`src/rtl/ram_cmd_arbiter.sv`:
```
// ram_cmd_arbiter
//   Two-requester front end for a command-driven RAM. Chooses one requester
//   (round-robin when both ask), latches its operands, and sends a
//   two-word command sequence to the RAM over ram_din/ram_rx_valid:
//     write : {00,addr} then {01,wdata}
//     read  : {10,addr} then {11,8'h00}, then wait READ_LAT cycles and
//             capture ram_dout into rdata.
//   The transaction finishes with a one-cycle ack pulse to the requester
//   that was served.
//
// Ports
//   clk          : clock, everything updates on the rising edge
//   rst_n        : synchronous active-low reset
//   req[1:0]     : per-requester request
//   we[1:0]      : per-requester direction, 1 = write, 0 = read
//   addr0/addr1  : requester RAM addresses
//   wdata0/1     : requester write data
//   ack[1:0]     : one-cycle completion pulse to the served requester
//   rdata        : read result, valid while the matching ack bit is high
//   busy         : high from the grant cycle through the ack cycle
//   ram_din      : command word to the RAM, [9:8] opcode, [7:0] payload
//   ram_rx_valid : command strobe to the RAM
//   ram_dout     : registered read data from the RAM
//
// Parameter
//   READ_LAT     : cycles from the read-data command to the ram_dout
//                  capture, legal range 1..4

module ram_cmd_arbiter #(
  parameter int READ_LAT = 1
) (
  input  logic       clk,
  input  logic       rst_n,
  input  logic [1:0] req,
  input  logic [1:0] we,
  input  logic [7:0] addr0,
  input  logic [7:0] addr1,
  input  logic [7:0] wdata0,
  input  logic [7:0] wdata1,
  output logic [1:0] ack,
  output logic [7:0] rdata,
  output logic       busy,
  output logic [9:0] ram_din,
  output logic       ram_rx_valid,
  input  logic [7:0] ram_dout
);

  localparam logic [2:0] ST_IDLE  = 3'd0;
  localparam logic [2:0] ST_CMD1  = 3'd1;
  localparam logic [2:0] ST_CMD2  = 3'd2;
  localparam logic [2:0] ST_RWAIT = 3'd3;
  localparam logic [2:0] ST_DONE  = 3'd4;

  localparam logic [1:0] OP_WADDR = 2'b00;
  localparam logic [1:0] OP_WDATA = 2'b01;
  localparam logic [1:0] OP_RADDR = 2'b10;
  localparam logic [1:0] OP_RDATA = 2'b11;

  // Last value of the RWAIT counter before the capture edge.
  localparam logic [1:0] LAT_LAST = 2'(READ_LAT - 1);

  logic [2:0] state,    state_nxt;
  logic       ptr,      ptr_nxt;
  logic       gnt,      gnt_nxt;
  logic       op_we,    op_we_nxt;
  logic [7:0] op_addr,  op_addr_nxt;
  logic [7:0] op_wdata, op_wdata_nxt;
  logic [1:0] wait_cnt, wait_cnt_nxt;

  logic [1:0] ack_nxt;
  logic [7:0] rdata_nxt;
  logic       busy_nxt;
  logic [9:0] ram_din_nxt;
  logic       ram_rx_valid_nxt;

  logic       pick;
  logic [1:0] ack_onehot;

  // Both requesting: the pointer decides. Otherwise the only requester wins,
  // which for 2'b01 / 2'b10 is simply req[1].
  assign pick       = (req == 2'b11) ? ptr : req[1];
  assign ack_onehot = gnt ? 2'b10 : 2'b01;

  // Every output is produced here as a next value and registered below, so
  // each output changes on the same edge that enters the state it belongs
  // to. Nothing in this block feeds an output port directly.
  always_comb begin
    state_nxt        = state;
    ptr_nxt          = ptr;
    gnt_nxt          = gnt;
    op_we_nxt        = op_we;
    op_addr_nxt      = op_addr;
    op_wdata_nxt     = op_wdata;
    wait_cnt_nxt     = wait_cnt;
    ack_nxt          = 2'b00;
    rdata_nxt        = rdata;
    busy_nxt         = busy;
    ram_din_nxt      = ram_din;
    ram_rx_valid_nxt = 1'b0;

    case (state)
      ST_IDLE: begin
        busy_nxt = 1'b0;
        if (req != 2'b00) begin
          gnt_nxt          = pick;
          op_we_nxt        = we[pick];
          op_addr_nxt      = pick ? addr1 : addr0;
          op_wdata_nxt     = pick ? wdata1 : wdata0;
          busy_nxt         = 1'b1;
          ram_rx_valid_nxt = 1'b1;
          ram_din_nxt      = {(we[pick] ? OP_WADDR : OP_RADDR),
                              (pick ? addr1 : addr0)};
          state_nxt        = ST_CMD1;
        end
      end

      ST_CMD1: begin
        ram_rx_valid_nxt = 1'b1;
        ram_din_nxt      = op_we ? {OP_WDATA, op_wdata} : {OP_RDATA, 8'h00};
        state_nxt        = ST_CMD2;
      end

      ST_CMD2: begin
        if (op_we) begin
          ack_nxt   = ack_onehot;
          ptr_nxt   = ~gnt;
          state_nxt = ST_DONE;
        end else begin
          wait_cnt_nxt = 2'd0;
          state_nxt    = ST_RWAIT;
        end
      end

      ST_RWAIT: begin
        if (wait_cnt == LAT_LAST) begin
          rdata_nxt = ram_dout;
          ack_nxt   = ack_onehot;
          ptr_nxt   = ~gnt;
          state_nxt = ST_DONE;
        end else begin
          wait_cnt_nxt = wait_cnt + 2'd1;
        end
      end

      ST_DONE: begin
        busy_nxt  = 1'b0;
        state_nxt = ST_IDLE;
      end

      default: begin
        busy_nxt  = 1'b0;
        state_nxt = ST_IDLE;
      end
    endcase
  end

  // State and output registers with synchronous reset. Clearing the
  // outputs here is what aborts an in-flight transaction without an ack.
  always_ff @(posedge clk) begin
    if (!rst_n) begin
      state        <= ST_IDLE;
      ptr          <= 1'b0;
      gnt          <= 1'b0;
      op_we        <= 1'b0;
      op_addr      <= 8'h00;
      op_wdata     <= 8'h00;
      wait_cnt     <= 2'd0;
      ack          <= 2'b00;
      rdata        <= 8'h00;
      busy         <= 1'b0;
      ram_din      <= 10'h000;
      ram_rx_valid <= 1'b0;
    end else begin
      state        <= state_nxt;
      ptr          <= ptr_nxt;
      gnt          <= gnt_nxt;
      op_we        <= op_we_nxt;
      op_addr      <= op_addr_nxt;
      op_wdata     <= op_wdata_nxt;
      wait_cnt     <= wait_cnt_nxt;
      ack          <= ack_nxt;
      rdata        <= rdata_nxt;
      busy         <= busy_nxt;
      ram_din      <= ram_din_nxt;
      ram_rx_valid <= ram_rx_valid_nxt;
    end
  end

  // Structural guarantees of the command/ack protocol.
  a_ack_onehot : assert property (@(posedge clk) disable iff (!rst_n)
    $onehot0(ack));

  a_valid_max2 : assert property (@(posedge clk) disable iff (!rst_n)
    (ram_rx_valid && $past(ram_rx_valid)) |=> !ram_rx_valid);

endmodule
```
`config.mk`:
```
export PLATFORM = sky130hd
export DESIGN_NAME = ram_cmd_arbiter
export DESIGN_NICKNAME = d
export VERILOG_FILES = /design/src/rtl/ram_cmd_arbiter.sv
export SDC_FILE = /design/constraint.sdc
export NUM_CORES = 1
export LEC_CHECK = 0
export BUFFER_PORTS_ARGS = -buffer_cell sky130_fd_sc_hd__buf_2
export CAP_MARGIN = 25
export CORE_AREA = 10 10 52 94
export CTS_BUF_LIST = sky130_fd_sc_hd__clkbuf_2 sky130_fd_sc_hd__clkbuf_4 sky130_fd_sc_hd__clkbuf_8
export CTS_CLUSTER_DIAMETER = 80
export DETAILED_ROUTE_END_ITERATION = 10
export DIE_AREA = 0 0 62 104
export GPL_TIMING_DRIVEN = 0
export PLACE_DENSITY = 0.86
export SYNTH_ARGS = -nofsm -noshare
export SYNTH_HDL_FRONTEND = slang
export SYNTH_SLANG_ARGS = --single-unit
```
`constraint.sdc`:
```
create_clock -name clk -period 4.1 [get_ports clk]
set_input_delay 0.615 -clock clk [delete_from_list [all_inputs] [get_ports clk]]
set_output_delay 0.615 -clock clk [all_outputs]
set_load 0.02 [all_outputs]
```
Word level (Yosys, flattened, before mapping). Cells that the tools add are included. W data, S select, Z words.

Order comparisons: 1. Mux-type cells: 26. $add $sub $neg: 1. Reductions and logical operators: 12. Bitwise operators: 1. Equality and inequality tests: 9.

Operators by type and width (count): $mux W10 (2); $pmux W10 S2 (1); $mux W8 (2); $mux W2 (6); $pmux W3 S4 (1); $ne A2 B2 Y1 const B (5); $mux W3 (3); $pmux W2 S2 (2); $reduce_and A2 Y1 (4); $eq A3 B2 Y1 const B (2); $mux W1 (6); $pmux W1 S2 (3); $reduce_and A3 Y1 (2); $reduce_bool A2 Y1 (3); $eq A3 B1 Y1 const B (1); $logic_not A3 Y1 (1); $reduce_or A3 Y1 (1); $add A2 B1 Y2 const B (1); $eq A2 B2 Y1 const B (1); $logic_not A2 Y1 (1); $lt A1 B2 Y1 const B (1); $not A1 Y1 (1).

Input bits: 46. Output and inout port bits: 22. Flip-flop bits (word level): 38.

Longest topological paths before layout.
Depth in word-level cells: 7. Mapped depth: 6.

Least setup slack after synthesis. Ideal clock, no wire load.

Path type: input to register. From: input req[0]. To: register ram_din[7]. Arrival time: 1471 ps. Setup time: 74 ps. Setup slack: 2555 ps. Buffers on the path: 2. Stages on the path: 6. Path through: nand2b_1 > buf_2 > buf_2 > a21oi_1 > a311o_1 > a31oi_1.

Cells in the longest elaborated chain, start to end: 5.

Ends and longest elaborated chain: from (decl) (line 34) `input logic [1:0] req,`; $eq A2 B2 Y1 (line 81) `assign pick = (req == 2'b11) ? ptr : req[1];`; $mux W1 (line 81); $mux W8 (line 112) `(pick ? addr1 : addr0)};`; $mux W10 (line 104) `if (req != 2'b00) begin`; $pmux W10 S2 (line 101) `case (state)`; to (signal assigned) (line 184) `ram_din <= ram_din_nxt;`; to (decl) (line 43) `output logic [9:0] ram_din,`.

Several ways; a longest one is shown, not always the timed one. The select of a mux whose other input is x is not followed. A chain may end at the register's enable or synchronous reset.

Worst setup path after layout.
From: register state[0]. To: register ram_din[2].

Cells in the longest elaborated chain, start to end: 3.

Ends and longest elaborated chain: from (decl) (line 62) `logic [2:0] state, state_nxt;`; from (signal assigned) (line 174) `state <= state_nxt;`; $eq A3 B1 Y1 or $logic_not A3 Y1 (tied branches) (line 101); $reduce_bool A2 Y1 (no line) or $ne A2 B2 Y1 (tied branches); $reduce_and A2 Y1 (no line).

Several ways; a longest one is shown, not always the timed one.

==> flow_summary_export.csv <==
group,metric,value,unit
outcome,outcome,"complete, no violations",
final_layout,finalNonFillerCells,323,
setup_path,slowest_delay,470,ps
clocking,clkLatencyLatePin,290,ps
timing,finalHoldViolCount,0,
clocking,cts.hold.buffers_added,0,
grt,antenna_found_initial,0,
detailed_routing,wl_per_cell,14.8,um
synth,syn_nets,248,
timing,min_period,1610,ps
synth,synth_top_cell_by_area,"dfxtp_1",
setup_path,reg2reg_depth,5,
timing,fmax,621,MHz
setup_path,start_kind,"flip-flop",
synth,ys_top_cells_by_count,"38 x dfxtp_1, 21 x nand2_1, 19 x a21oi_1",
floorplan,start_util,50.7,%
clocking,cts_buffer_depth,2,
timing,rsz0062_at_grt,"false",
setup_path,cp_slowest_cell,"nor3_2",
power_and_ir_drop,vdd_drop_max,0.329,mV
clocking,path_clk_slew,70,ps
synth,synthArstFlopShare,0,%
placement,io_buffers,66,
timing,fin_skew,2.94,ps
synth,netlist_instances,201,
synth,synth-seq-cells,38,
synth,synthFlopType,"dfxtp_1",
timing,setup_viol,0,
detailed_routing,drt_iter0_markers,47,
power_and_ir_drop,leakagePower,1.03,nW
final_layout,nFillCells,303,
placement,place_congestion,0.852,
worst_hold_path,hold-path-cell-count,2,
synth,synth_area,1730,sq um
synth,synth.distinct_cells,32,
detailed_routing,drt_pre_antenna_iters,4,
timing,post-route-period-util,39.3,%
floorplan,dieArea,6450,sq um
synth,synth_edf_count,0,
synth,synth.most_common_cell,"dfxtp_1",
synth,synth_top_cells_by_area,"dfxtp_1 44%, a21oi_1 5.5%, mux2i_1 5.2%",
clocking,cts_sinks,38,
clocking,cts_tree,"done",
setup_path,required,4270,ps
grt,grt_pass1_wl,7850,um
synth,syn_avg_cell_area,8.62,sq um
grt,grt-ovfl-total,0,
clocking,cts_resized,0,
floorplan,die_width,62,um
placement,placedCellCount,315,
clocking,htree_levels,2,
grt,grt_pass1_vias,1860,
setup_path,crit_path_cell_trace,"buf_4 -> nor3_1 -> nor3_2 -> buf_2 -> a31oi_1",
clocking,cts_buffers,5,
setup_path,path_buf_inv,2,
setup_path,critical_path_class,"flip-flop to flip-flop",
timing,setup_slack,2490,ps
floorplan,core_area,3420,sq um
placement,pre_cts_slack,2240,ps
floorplan,ioPinCount,68,
timing,maxSlewHeadroom,58.9,%
detailed_routing,drt_wl_total,4790,um
final_layout,antenna_cells,0,
floorplan,rows,30,
timing,tightest_slew,613,ps
setup_path,crit_path_end_kind,"flip-flop",
synth,ys_seq_area_share,43.9,%
timing,hold_ws,449,ps
detailed_routing,vias_per_cell,5.38,
setup_path,cp.depth,5,
detailed_routing,vias,1737,
setup_path,cp.arrival,1780,ps
final_layout,synthToLayoutAreaGrowth,28.9,%
clocking,post_cts_buffers,0,
grt,track_usage,15.6,%
clocking,root_buffer,"clkbuf_8",
detailed_routing,drc,0,
placement,hpwl,3810,um
timing,drv_slew,0,
timing,finalSetupTns,0,ps
setup_path,path_max_fanout,10,
synth,yosysWarnings,0,
power_and_ir_drop,powerDensity,461,nW/um^2
worst_hold_path,hold_class,"flip-flop to flip-flop",
final_layout,nNetsFinal,321,
grt,grt_max_degree,12,
floorplan,die_h,104,um
setup_path,crit_family,"simple AND/OR/NAND/NOR gates",
synth,yosysTopAreaCellShare,43.9,%
flow_run,maxCapViolCount,0,
final_layout,drive_above_1_share,32.0,%
detailed_routing,ant_nets,0,
placed cells by master (no fill, tap or decap), types with 3 or more instances in the layout:
cell type / n
and3_1: 4
mux2i_1: 9
inv_1: 11
buf_4: 3
and2_1: 3
a311o_1: 8
nand2b_1: 3
a31oi_1: 9
nand3_1: 10
a21oi_1: 19
a21boi_0: 5
clkbuf_1: 6
clkbuf_8: 8
o21ai_0: 18
a21boi_1: 8
buf_2: 72
dfxtp_1: 38
nand2_1: 21
power breakdown:
group | internal, W | switching [W] | leakage [nW]
clock | 0.000170 | 0.000131 | 0.0575
sequential | 0.000419 | 0.0000236 | 0.313
combinational | 0.000111 | 0.000174 | 0.663
per-layer routing:
| layer | up-vias | wire length (um) | global-route usage [%] |
|---|---|---|---|
| met5 | - | 0 | 0 |
| li1 | 863 | - | - |
| met3 | 10 | 446 | 6.85 |
| met1 | 791 | 1620 | 12.9 |
| met2 | 73 | 2630 | 27.6 |
| met4 | 0 | 91 | 9.16 |
sequential cells by signal, summed over array words and instances (netlist names):
name and cells:
ack 2, busy 1, gnt 1, op_wdata 8, op_we 1, ptr 1
ram_din 10, ram_rx_valid 1, rdata 8, state 3, wait_cnt 2
cell type report:
class / count / area [sq um] / share of cell area (%)
buffer: 15 / 75.1 / 3.36
clock buffer: 8 / 110 / 4.93
inverter: 11 / 41.3 / 1.85
multi-input combinational: 137 / 855 / 38.3
sequential: 38 / 761 / 34.1
tap: 48 / 60.1 / 2.69
timing repair buffer: 66 / 330 / 14.8
worst register-to-register path: cells and delay by family, from the launching register on:
| kind | cells | cell delay [ps] |
|---|---|---|
| flops | 1 | 330 |
| buf+inv | 2 | 500 |
| compound gates | 1 | 110 |
| simple gates | 2 | 540 |
final timing paths:
| kind | endpoint | slack [ps] | from |
|---|---|---|---|
| max | ram_din[2]$_SDFFE_PN0P_ | 2490 | state[0]$_SDFFE_PN0P_ |
| min | rdata[0]$_SDFFE_PN0P_ | 450 | rdata[0]$_SDFFE_PN0P_ |
| max reg2reg | ram_din[2]$_SDFFE_PN0P_ | 2490 | state[0]$_SDFFE_PN0P_ |
| min reg2reg | rdata[0]$_SDFFE_PN0P_ | 450 | rdata[0]$_SDFFE_PN0P_ |
through the flow:
| stage | power, W | cell area [sq um] | utilization [%] |
|---|---|---|---|
| global route | 0.00108 | 2230 | 65.3 |
| floorplan | 0.000639 | 1730 | - |
| detailed placement | 0.000735 | 2120 | 62.1 |
| global placement | 0.000729 | 2120 | 62.1 |
| finish | 0.00103 | 2230 | 65.3 |
| CTS | 0.00103 | 2230 | 65.3 |
cell families after synthesis:
group	Yosys count	synth area share (%)
fa+ha+maj	1	0.722
buf+inv	26	6.72
mux	9	5.20
simple gates	53	16.3
flops	38	43.9
compound gates	74	27.2
Note: power is estimated with default switching activity, not from simulation.
